`src/rtl/tilt_pkg.sv`:
```
// Shared types and constants for the tilt averaging path
// feeding the seven-segment display stage.
package tilt_pkg;

   localparam int SAMPLE_W_DEF = 12;
   localparam int DISP_W       = 8;
   localparam int DISP_MAX     = 255;

   typedef enum logic {
      FILLING = 1'b0,
      RUNNING = 1'b1
   } fill_state_e;

endpackage

```
`src/rtl/tilt_sample_averager_refresh_tick.sv`:
```
// Free-running display refresh timer; tick is high for the
// single cycle in which the count sits at HOLD_CYCLES-1.
module refresh_tick #(
   parameter int HOLD_CYCLES = 5000000
) (
   input  logic clk,
   input  logic rst_n,
   output logic tick
);

   localparam int CW = $clog2(HOLD_CYCLES);

   logic [CW-1:0] cnt_q;
   logic [CW-1:0] cnt_d;

   always_comb begin
      tick  = (cnt_q == CW'(HOLD_CYCLES - 1));
      cnt_d = tick ? '0 : cnt_q + CW'(1);
   end

   always_ff @(posedge clk or negedge rst_n) begin
      if (!rst_n) begin
         cnt_q <= '0;
      end else begin
         cnt_q <= cnt_d;
      end
   end

endmodule

```
`src/rtl/tilt_sample_averager.sv`:
```
// Sliding-window tilt averager: running sum over DEPTH samples,
// scaled and saturated to 8-bit magnitude + sign, held per refresh.
module tilt_sample_averager
   import tilt_pkg::*;
#(
   parameter int SAMPLE_W    = SAMPLE_W_DEF,
   parameter int LOG2_DEPTH  = 3,
   parameter int SHIFT       = 4,
   parameter int HOLD_CYCLES = 5000000
) (
   input  logic                clk,
   input  logic                rst_n,
   input  logic [SAMPLE_W-1:0] sample_in,
   input  logic                sample_valid,
   input  logic                clear,
   output logic [DISP_W-1:0]   disp_num,
   output logic                disp_neg,
   output logic                disp_update,
   output logic                avg_valid
);

   localparam int DEPTH = 1 << LOG2_DEPTH;
   localparam int SW    = SAMPLE_W + LOG2_DEPTH;
   localparam int MW    = SAMPLE_W + 1;

   fill_state_e             state_q;
   logic [LOG2_DEPTH-1:0]   wr_ptr_q;
   logic [LOG2_DEPTH-1:0]   fill_q;
   logic signed [SW-1:0]    sum_q;
   logic signed [SW-1:0]    sum_d;
   logic                    avg_valid_q;
   logic [SAMPLE_W-1:0]     win_q [DEPTH];

   logic [DISP_W-1:0]       disp_num_q;
   logic                    disp_neg_q;
   logic                    disp_update_q;

   logic                    tick;
   logic signed [SW-1:0]    add_s;
   logic signed [SW-1:0]    old_s;
   logic signed [SW-1:0]    avg;
   logic [MW-1:0]           avg_n;
   logic [MW-1:0]           mag;
   logic [MW-1:0]           scaled;
   logic [DISP_W-1:0]       result;
   logic                    neg;

   refresh_tick #(
      .HOLD_CYCLES(HOLD_CYCLES)
   ) u_tick (
      .clk  (clk),
      .rst_n(rst_n),
      .tick (tick)
   );

   always_comb begin
      add_s = {{LOG2_DEPTH{sample_in[SAMPLE_W-1]}}, sample_in};
      old_s = {{LOG2_DEPTH{win_q[wr_ptr_q][SAMPLE_W-1]}},
               win_q[wr_ptr_q]};
      sum_d = sum_q + add_s
            - ((state_q == RUNNING) ? old_s : '0);
   end

   // Average fits in SAMPLE_W bits; one extra bit keeps |-2^(W-1)| exact.
   always_comb begin
      avg    = sum_q >>> LOG2_DEPTH;
      avg_n  = avg[MW-1:0];
      mag    = avg_n[MW-1] ? (~avg_n + MW'(1)) : avg_n;
      scaled = mag >> SHIFT;
      result = (scaled > MW'(DISP_MAX)) ? DISP_W'(DISP_MAX)
                                        : scaled[DISP_W-1:0];
      neg    = avg_n[MW-1] && (result != '0);
   end

   always_ff @(posedge clk) begin
      if (sample_valid && !clear) begin
         win_q[wr_ptr_q] <= sample_in;
      end
   end

   always_ff @(posedge clk or negedge rst_n) begin
      if (!rst_n) begin
         state_q     <= FILLING;
         wr_ptr_q    <= '0;
         fill_q      <= '0;
         sum_q       <= '0;
         avg_valid_q <= 1'b0;
      end else if (clear) begin
         state_q     <= FILLING;
         wr_ptr_q    <= '0;
         fill_q      <= '0;
         sum_q       <= '0;
         avg_valid_q <= 1'b0;
      end else if (sample_valid) begin
         sum_q    <= sum_d;
         wr_ptr_q <= wr_ptr_q + LOG2_DEPTH'(1);
         unique case (state_q)
            FILLING: begin
               fill_q <= fill_q + LOG2_DEPTH'(1);
               if (fill_q == LOG2_DEPTH'(DEPTH - 1)) begin
                  state_q     <= RUNNING;
                  avg_valid_q <= 1'b1;
               end
            end
            RUNNING: begin
               fill_q <= fill_q;
            end
         endcase
      end
   end

   always_ff @(posedge clk or negedge rst_n) begin
      if (!rst_n) begin
         disp_num_q    <= '0;
         disp_neg_q    <= 1'b0;
         disp_update_q <= 1'b0;
      end else begin
         disp_update_q <= tick;
         if (tick) begin
            disp_num_q <= avg_valid_q ? result : '0;
            disp_neg_q <= avg_valid_q ? neg : 1'b0;
         end
      end
   end

   assign disp_num    = disp_num_q;
   assign disp_neg    = disp_neg_q;
   assign disp_update = disp_update_q;
   assign avg_valid   = avg_valid_q;

endmodule

```
`config.mk`:
```
export PLATFORM = sky130hd
export DESIGN_NAME = tilt_sample_averager
export DESIGN_NICKNAME = d
export VERILOG_FILES = /design/src/rtl/tilt_pkg.sv /design/src/rtl/tilt_sample_averager_refresh_tick.sv /design/src/rtl/tilt_sample_averager.sv
export SDC_FILE = /design/constraint.sdc
export NUM_CORES = 1
export LEC_CHECK = 0
export CAP_MARGIN = 30
export CORE_MARGIN = 8
export CORE_UTILIZATION = 62
export CTS_CLUSTER_SIZE = 10
export DETAILED_ROUTE_END_ITERATION = 12
export DONT_BUFFER_PORTS = 1
export PLACE_DENSITY = 0.82
export SETUP_SLACK_MARGIN = 0.4
export SKIP_CTS_REPAIR_TIMING = 1
export SLEW_MARGIN = 0
export SYNTH_ARGS = -nofsm -noshare
export SYNTH_HDL_FRONTEND = slang
export SYNTH_HIERARCHICAL = 1
export SYNTH_SLANG_ARGS = --single-unit
```
`constraint.sdc`:
```
create_clock -name clk -period 5.54 [get_ports clk]
set_clock_uncertainty 0.15 [all_clocks]
set_input_delay 1.108 -clock clk [delete_from_list [all_inputs] [get_ports clk]]
set_output_delay 1.108 -clock clk [all_outputs]
set_load 0.05 [all_outputs]
```
==> summary.txt, run 1 <==
Final layout
  • Area delta synth->final: 10.2%
  • Final nets: roughly 650
  • Layout Utilization: 69.6%
  • Commonest non-fill, non-tap cell in the layout: edfxtp_1
  • Most frequent cells in the layout: edfxtp_1, inv_1, nor2_1
  • Final Cell Area: 8330 um2
  • Fill cells: a little over 800
  • Layout cells sized above 1: between 10 and 15%
  • Number of antenna diodes: 0

Global routing
  • Vias in the first global route: approximately 4800
  • Congestion Overflow GR: 0
  • First-pass GRT wire length: approximately 24000 um
  • Initial antenna violation count: 0
  • Largest net degree at the start of global routing: 57
  • Tot GR Track Use: around a fifth

Worst setup path
  • CP Launch Type: register
  • Req. time, crit path: about 5.7 ns
  • Max Fanout on Critical Path: 21
  • WS Path Type: reg2reg
  • Critical path endpoint category: register
  • Data arrival, critical path: about 4.4 ns

Detailed routing
  • DR DRC count: 0
  • Antenna viol nets, final: 0
  • Vias per Instance: just over 6
  • Vias: 4665
  • Routed length per placed instance: 20.2 um
  • Routed WL: between 15000 and 20000 um
  • DRT iter0 DRCs: 448
  • DR pass1 iterations: 5

Placement
  • GPL Wtd Cong: about 0.86
  • Number of port buffers: 0
  • HPWL Detailed: 10000 um
  • Placed Area: 7760 um2
  • Post-Place Setup Slack: just under 1 ns

CTS
  • Root Buffer: clkbuf_16
  • Clock-pin transition on the worst setup and hold timing paths: 0.06 ns
  • H-tree Lvls: 4
  • CTS Buf Count: 17
  • Clock tree buffer depth: 2
  • Clock sink count: ~150
  • Worst skew pair latency: around 0.42 ns
  • CTS tree: built

Floorplan
  • Die height: around 130 um
  • Std-Cell Rows: 40
  • Chip width: approximately 130 um
  • DIE AREA: approximately 16000 um2
  • I/O Pins: 27
  • Initial Util: between 60% and 70%
  • Core area: 12000 um2

Yosys
  • Warnings, synthesis: 6
  • Post-synthesis sequential area ratio: around 57%
  • Post-synth top flop: edfxtp_1
  • Post-synthesis cell count: a little under 600
  • Ranking of synthesized cells by area: edfxtp_1, dfrtp_1, mux4_2, fa_1, ha_1
  • Mapped Avg Cell Area: ~13 um2
  • Number of synthesized flops with an enable pin: 96
  • Number of synthesized register bits: roughly 150
  • Mapped cell area: about 7600 um2
  • Synth top area share: a little under two fifths
  • Cell taking the most area after synthesis: edfxtp_1
  • Synth cell types: between 60 and 70
  • Synthesized Nets: 639
  • Synth async-reset ratio: roughly 37%

Timing
  • RSZ-0062 raised after global routing: no
  • Fin Setup TNS: 0 ns
  • Setup ws final: around 1.3 ns
  • Highest Clock Rate: 235 MHz
  • Slew Viols, Final: 0
  • Worst slew margin: approximately 35%
  • Crit path time final: approximately 4.3 ns
  • Slew @ Worst Pin: a little under 1 ns
  • Final period util: between 70% and 80%
  • Final hold vios: 0
  • Final setup vio count: 0

Outcome
  • Outcome: complete, no violations

Power and ir drop
  • Comb pwr share: 25.2%
  • Switching share of power: approximately 30%
  • Tot Pwr: 3190 uW
  • Reg power frac: a little over two fifths
  • Maximum VDD drop: roughly 0.00026 V
  • Cell internal pwr: about 2200 uW
  • PwrDens: 383 nW/um2
  • Clock Power Share: between 30% and 40%
  • Sw Pwr: between 900 and 1000 uW
  • Static Leak: 0.00324 uW

Job
  • Max-cap violation count: 0

Worst hold path
  • Hold WC Path Type: in2async
[logic make-up (layout without fill, tap and decap cells)]
logic type,Yosys count,count (layout),synth area share [%]
XOR/XNOR,35,35,4.06
adder cells (fa/ha/maj),34,34,7.02
multiplexers,47,47,9.36
AND/OR/NAND/NOR,152,152,10.6
AO/OA/AOI/OAI,82,82,7.67
buffers and inverters,87,110,4.57
flip-flops,152,152,56.7
[power groups by stage]
| stage | Combinational [uW] | Clock, uW | Sequential (uW) |
|---|---|---|---|
| 3_5_place_dp | 779 | 0 | 1360 |
| 4_1_cts | 790 | 1070 | 1330 |
| 6_report | 805 | 1060 | 1330 |
| 2_1_floorplan | 671 | 0 | 1320 |
| 3_3_place_gp | 750 | 0 | 1350 |
| 5_1_grt | 894 | 1120 | 1340 |
[path summary, 6_finish.rpt]
check / from / endpoint / slack [ns] / depth (start not counted)
worst max-delay path: wr_ptr_q[1] / sum_q[14] / 1.28 / 15
worst min-delay path: rst_n / sum_q[11] / 0.23 / 0
worst max register to register: wr_ptr_q[1] / sum_q[14] / 1.28 / 15
worst min register to register: u_tick/cnt_q[0] / u_tick/cnt_q[0] / 0.36 / 1
max in group asynchronous: rst_n / wr_ptr_q[0] / 4.89 / 0
min in group clk: u_tick/cnt_q[0] / u_tick/cnt_q[0] / 0.36 / 1
[stage by stage]
stage	hold WS (ns)	instances
floorplan	0.317	589
global placement	0.343	725
detailed placement	0.350	726
CTS	0.209	758
global route	0.206	759
finish	0.232	759
[worst max-delay path: stages, from the launching register on]
cell      delay, ns
dfrtp_1        0.71
buf_4          0.41
nor2b_1        0.28
a22oi_1        0.13
o22ai_1        0.19
nor2_1         0.07
nor2_1         0.13
fa_1           0.42
inv_1          0.07
ha_1           0.28
a211oi_2       0.26
o21bai_2       0.14
o211ai_2       0.19
a31o_1         0.18
mux2i_1        0.19
mux2_1         0.33
[Yosys cell counts (all sizes together), types with 3 or more instances]
master and count:
dfrtp 56, o21ai 12, a21o 5, mux2 9, a21oi 12, o21bai 4
nor2 58, nor4 9, xor2 8, o22ai 12, mux4 18, nand3 15
mux2i 20, and3 3, nand4 8, nor3b 4, nor2b 3, clkbuf 9
buf 12, xnor2 27, o211ai 4, inv 66, edfxtp 96, a211o 4
a31oi 4, a22oi 4, ha 20, or2 3, fa 14, nor3 7
nand2 28, a211oi 11
[final cells by class]
type / instances / area, um2 / area share [%]
Clock inverter: 11 / 100 / 1.20
Inverter: 66 / 248 / 2.98
Sequential cell: 152 / 4290 / 51.5
Clock buffer: 21 / 440 / 5.29
Tap cell: 147 / 184 / 2.21
Timing Repair Buffer: 12 / 106 / 1.28
Multi-Input combinational cell: 350 / 2960 / 35.6
[routing by layer]
metal	track usage [%]	vias to the layer above	wire length (um)
li1	-	2148	-
met1	24.0	2340	6470
met2	33.0	143	7580
met3	5.78	34	903
met4	9.48	0	369
met5	0	-	0
[registers in the layout, indices dropped and copies added (netlist names)]
register and flops:
disp_num 8, wr_ptr_q 3, fill_q 3, disp_update 1, state_q 1, disp_neg 1, u_tick/cnt_q 23, avg_valid 1
win_q 96, sum_q 15
Power figures use the tool's default switching activity.
==> inputs of run 2 (changes only) <==
- clock period: 5.54 -> 4.3 ns (I/O delays scaled with it)
==> summary.txt, run 2 (synthesis results as in run 1) <==
Timing
  • Final period util: 90.2% (was 76.9%)
  • Final hold vios: 0 (unchanged)
  • RSZ-0062 raised after global routing: yes (was no)
  • Fin Setup TNS: 0 ns (unchanged)
  • Final setup vio count: 0 (unchanged)
  • Slew @ Worst Pin: 0.683 ns (was 0.980 ns)
  • Crit path time final: 3.88 ns (was 4.26 ns)
  • Worst slew margin: 54.2% (was 34.6%)
  • Highest Clock Rate: 258 MHz (was 235 MHz)
  • Slew Viols, Final: 0 (unchanged)

CTS
  • Root Buffer: clkbuf_16 (unchanged)
  • Worst skew pair latency: 0.42 ns (about the same)
  • Clock sink count: 152 (unchanged)
  • H-tree Lvls: 4 (unchanged)
  • Clock tree buffer depth: 2 (unchanged)
  • CTS tree: built (unchanged)
  • Clock-pin transition on the worst setup and hold timing paths: 0.07 ns (was 0.06 ns)
  • CTS Buf Count: 17 (unchanged)

Final layout
  • Largest registers: win_q (96), u_tick/cnt_q (23), sum_q (15) (unchanged)
  • Layout cells sized above 1: 19.8% (was 14.9%)
  • Number of antenna diodes: 0 (unchanged)
  • Fill cells: 777 (was 828)
  • Most frequent cells in the layout: edfxtp_1, inv_1, nor2_1 (unchanged)
  • Total area of sequential cells: 4300 um2 (was 4290 um2)
  • Multi-input gate area: 3030 um2 (was 2960 um2)
  • Area delta synth->final: 14.3% (was 10.2%)
  • Max reg flops: 96 (unchanged)
  • Final nets: 665 (was 649)
  • Commonest non-fill, non-tap cell in the layout: edfxtp_1 (unchanged)
  • Layout Utilization: 72.2% (was 69.6%)
  • Largest Register: win_q (unchanged)

Worst setup path
  • Reg2reg start: wr_ptr_q[0] (was wr_ptr_q[1])
  • Critical path endpoint category: register (unchanged)
  • WS Path Type: reg2reg (unchanged)
  • Worst R2R Path Depth: 14 (was 15)
  • R2R Setup Slk: 0.42 ns (was 1.28 ns)
  • RR Endpoint: sum_q[11] (was sum_q[14])
  • Max Fanout on Critical Path: 6 (was 21)
  • Req. time, crit path: 4.48 ns (was 5.69 ns)
  • Data arrival, critical path: 4.06 ns (was 4.41 ns)
  • CP Launch Type: register (unchanged)

Detailed routing
  • Uppermost routed layer: met4 (unchanged)
  • Antenna viol nets, final: 0 (unchanged)
  • DR pass1 iterations: 5 (unchanged)
  • Met3 WL: 1090 um (was 903 um)
  • Met1 wire length: 6460 um (was 6470 um)
  • Routed WL: 15600 um (was 15300 um)
  • Vias: 4669 (was 4665)
  • Met2 WL: 7690 um (was 7580 um)
  • DR DRC count: 0 (unchanged)
  • Vias per Instance: 6.04 (was 6.15)
  • Routed length per placed instance: 20.2 um (about the same)
  • DRT iter0 DRCs: 387 (was 448)

Floorplan
  • I/O Pins: 27 (unchanged)
  • Die height: 126 um (unchanged)
  • Chip width: 126 um (unchanged)
  • DIE AREA: 16000 um2 (unchanged)
  • Initial Util: 63.2% (unchanged)
  • Std-Cell Rows: 40 (unchanged)
  • Core area: 12000 um2 (unchanged)

Placement
  • Number of port buffers: 0 (unchanged)
  • GPL Wtd Cong: 0.862 (was 0.861)
  • HPWL Detailed: 10000 um (about the same)

Global routing
  • Vias in the first global route: 4700 (was 4770)
  • Largest net degree at the start of global routing: 57 (unchanged)
  • Initial antenna violation count: 0 (unchanged)
  • Congestion Overflow GR: 0 (unchanged)
  • First-pass GRT wire length: 24400 um (about the same)
  • Tot GR Track Use: 20.0% (was 20.1%)

Power and ir drop
  • PwrDens: 505 nW/um2 (was 383 nW/um2)
  • Static Leak: 0.00337 uW (was 0.00324 uW)
  • Maximum VDD drop: 0.000455 V (was 0.000262 V)

Job
  • Max-cap violation count: 0 (unchanged)

Outcome
  • Outcome: complete, no violations (unchanged)

Worst hold path
  • Hold WC Path Type: in2async (unchanged)
==> run 2: worst max-delay path, cell delays in order (launching register included) <==
cell      delay (ns)
dfrtp_4         0.52
buf_6           0.16
buf_4           0.13
mux4_2          0.50
mux2i_2         0.20
nor2_1          0.09
fa_1            0.49
inv_1           0.07
ha_4            0.25
a211o_1         0.33
o22a_1          0.29
o21ai_4         0.12
o21ai_1         0.13
xnor2_1         0.14
a211oi_1        0.22
==> run 2: routing by layer <==
layer | vias to the layer above | track usage, %
met1 | 2300 | 24.5
met5 | - | 0
met2 | 167 | 32.1
met3 | 26 | 6.41
met4 | 0 | 8.49
li1 | 2176 | -
==> run 2: final cells by class <==
cell class              instances  share of cell area, %
clock inverters                13                   1.97
clock buffers                  17                   4.93
inverters                      66                   2.87
well taps                     147                   2.13
repair buffers                 28                   3.20
multi-input cells             350                   35.1
flip-flops and latches        152                   49.8
==> run 2: how the worst max path moves through the flow <==
stage	cells after the start	slack [ns]	to	from
after floorplan	14	0.44	sum_q[14]	wr_ptr_q[0]
after global placement	15	0.34	sum_q[14]	wr_ptr_q[1]
after detailed placement	15	0.15	sum_q[14]	wr_ptr_q[1]
after CTS	15	0.08	sum_q[14]	wr_ptr_q[1]
after global routing	13	0.31	sum_q[14]	wr_ptr_q[0]
final	14	0.42	sum_q[11]	wr_ptr_q[0]
==> run 2: report_power, final <==
part	internal [uW]	leakage, uW	total [uW]	switching, uW
logic	535	0.00147	1160	626
registers	1620	0.00162	1710	83.7
clock network	912	0.000284	1490	582
==> run 2: through the flow <==
stage	std cells	cell area (um2)	power, uW	hold WS, ns	worst slack [ns]
2_1_floorplan	589	7560	2560	0.317	0.443
3_3_place_gp	733	7810	2720	0.343	0.341
3_5_place_dp	733	7810	2750	0.356	0.154
4_1_cts	763	8410	4250	-0.0372	0.0836
5_1_grt	773	8630	4560	0.151	0.311
6_report	773	8630	4360	0.156	0.422
==> inputs of run 3 (changes only) <==
- SKIP_CTS_REPAIR_TIMING: 1 -> unset
==> summary.txt, run 3 (synthesis results as in run 1) <==
Outcome
  • Outcome: complete, no violations (unchanged)

Floorplan
  • DIE AREA: 16000 um2 (unchanged)
  • Core area: 12000 um2 (unchanged)
  • Std-Cell Rows: 40 (unchanged)
  • Initial Util: 63.2% (unchanged)
  • I/O Pins: 27 (unchanged)
  • Chip width: 126 um (unchanged)
  • Die height: 126 um (unchanged)

Placement
  • Cells after DPL: 733 (unchanged)
  • HPWL Detailed: 10000 um (unchanged)
  • Post-Place Setup Slack: 0.154 ns (unchanged)
  • Number of port buffers: 0 (unchanged)
  • Placed Area: 7810 um2 (unchanged)
  • GPL Wtd Cong: 0.862 (unchanged)

Timing
  • RSZ-0062 raised after global routing: yes (unchanged)
  • Crit path time final: 3.85 ns (was 3.88 ns)
  • Final setup vio count: 0 (unchanged)
  • Final hold vios: 0 (unchanged)
  • Fin Setup TNS: 0 ns (unchanged)
  • Final period util: 89.5% (was 90.2%)
  • Worst slew margin: 53.5% (was 54.2%)
  • Setup ws final: 0.451 ns (was 0.422 ns)
  • Slew Viols, Final: 0 (unchanged)
  • Highest Clock Rate: 260 MHz (was 258 MHz)
  • Slew @ Worst Pin: 0.694 ns (was 0.683 ns)

Worst setup path
  • WS Path Type: reg2reg (unchanged)
  • Req. time, crit path: 4.45 ns (was 4.48 ns)
  • Critical path endpoint category: register (unchanged)
  • Worst R2R Path Depth: 13 (was 14)
  • RR Endpoint: sum_q[14] (was sum_q[11])
  • Data arrival, critical path: 4.00 ns (was 4.06 ns)
  • CP Launch Type: register (unchanged)
  • Max Fanout on Critical Path: 9 (was 6)
  • R2R Setup Slk: 0.45 ns (was 0.42 ns)
  • Reg2reg start: wr_ptr_q[0] (unchanged)

CTS
  • Clock tree buffer depth: 2 (unchanged)
  • CTS Buf Count: 17 (unchanged)
  • Worst skew pair latency: 0.42 ns (about the same)
  • Clock-pin transition on the worst setup and hold timing paths: 0.07 ns (about the same)
  • H-tree Lvls: 4 (unchanged)
  • Root Buffer: clkbuf_16 (unchanged)
  • Clock sink count: 152 (unchanged)
  • CTS tree: built (unchanged)

Detailed routing
  • Met1 wire length: 6340 um (was 6460 um)
  • DR DRC count: 0 (unchanged)
  • Antenna viol nets, final: 0 (unchanged)
  • Uppermost routed layer: met4 (unchanged)
  • DR pass1 iterations: 5 (unchanged)
  • Routed WL: 15200 um (was 15600 um)
  • Met2 WL: 7330 um (was 7690 um)
  • DRT iter0 DRCs: 371 (was 387)
  • Vias: 4659 (was 4669)
  • Routed length per placed instance: 19.7 um (was 20.2 um)
  • Met3 WL: 1150 um (was 1090 um)
  • Vias per Instance: 6.03 (was 6.04)

Power and ir drop
  • Tot Pwr: 4350 uW (was 4360 uW)
  • Static Leak: 0.00336 uW (was 0.00337 uW)
  • PwrDens: 505 nW/um2 (about the same)
  • Maximum VDD drop: 0.000454 V (was 0.000455 V)

Global routing
  • Largest net degree at the start of global routing: 57 (unchanged)
  • Congestion Overflow GR: 0 (unchanged)
  • First-pass GRT wire length: 24700 um (was 24400 um)
  • Initial antenna violation count: 0 (unchanged)
  • Tot GR Track Use: 20.2% (was 20.0%)
  • Vias in the first global route: 4724 (was 4700)

Worst hold path
  • Hold WC Path Type: in2async (unchanged)

Final layout
  • Area delta synth->final: 14.0% (was 14.3%)
  • Finished Layout Cells: 772 (was 773)
  • Max reg flops: 96 (unchanged)
  • Largest Register: win_q (unchanged)
  • Commonest non-fill, non-tap cell in the layout: edfxtp_1 (unchanged)
  • Final Cell Area: 8610 um2 (was 8630 um2)
  • Largest registers: win_q (96), u_tick/cnt_q (23), sum_q (15) (unchanged)
  • Fill cells: 779 (was 777)
  • Most frequent cells in the layout: edfxtp_1, inv_1, nor2_1 (unchanged)
  • Layout cells sized above 1: 19.7% (was 19.8%)
  • Number of antenna diodes: 0 (unchanged)
  • Final nets: 664 (was 665)

Job
  • Max-cap violation count: 0 (unchanged)
==> run 3: changes by cell type in the layout (fill, tap and decap cells not counted), sizes merged <==
cell  previous run  this run
buf             28        27
==> run 3: layout make-up <==
class | count | area [um2] | area share (%)
Clock inverter | 13 | 170 | 1.98
Inverter | 66 | 248 | 2.88
Sequential cell | 152 | 4290 | 49.8
Timing Repair Buffer | 27 | 259 | 3.01
Multi-Input combinational cell | 350 | 3040 | 35.3
Tap cell | 147 | 184 | 2.14
Clock buffer | 17 | 425 | 4.94
==> run 3: metal layers <==
layer | up-vias | GRT usage (%)
li1 | 2167 | -
met1 | 2284 | 24.6
met2 | 181 | 32.6
met3 | 27 | 6.37
met4 | 0 | 8.49
met5 | - | 0
==> run 3: timing repair <==
item,CTS,global route
buffers inserted,5,3
hold buffers,1,0
setup endpoints to repair,5,4
gates resized for setup,3,17
pin swaps,0,4
endpoints found under the hold margin,56,0
==> run 3: stage by stage <==
stage	hold WS, ns	utilization (%)
after floorplan	0.317	-
after global placement	0.343	65.3
after detailed placement	0.356	65.3
after CTS	0.146	71.1
after global routing	0.159	72.0
final	0.155	72.0
==> run 3: how the worst max path moves through the flow <==
stage / end / slack (ns) / startpoint
after CTS: sum_q[14] / 0.41 / wr_ptr_q[0]
after global routing: sum_q[14] / 0.35 / wr_ptr_q[0]
after floorplan: sum_q[14] / 0.44 / wr_ptr_q[0]
after global placement: sum_q[14] / 0.34 / wr_ptr_q[1]
after detailed placement: sum_q[14] / 0.15 / wr_ptr_q[1]
final: sum_q[14] / 0.45 / wr_ptr_q[0]
==> run 3: critical path, stage by stage (launching register included) <==
cell      delay (ns)
dfrtp_2         0.37
buf_12          0.14
mux4_2          0.51
mux2i_1         0.16
nor2_1          0.07
fa_1            0.47
inv_1           0.07
fa_2            0.45
a211oi_4        0.26
o21bai_2        0.12
o211ai_2        0.22
a31o_1          0.18
mux2i_1         0.20
mux2_1          0.33
==> run 3: report_power, final <==
part	switching (uW)	internal, uW
registers	79.8	1620
logic	614	538
clock network	581	912
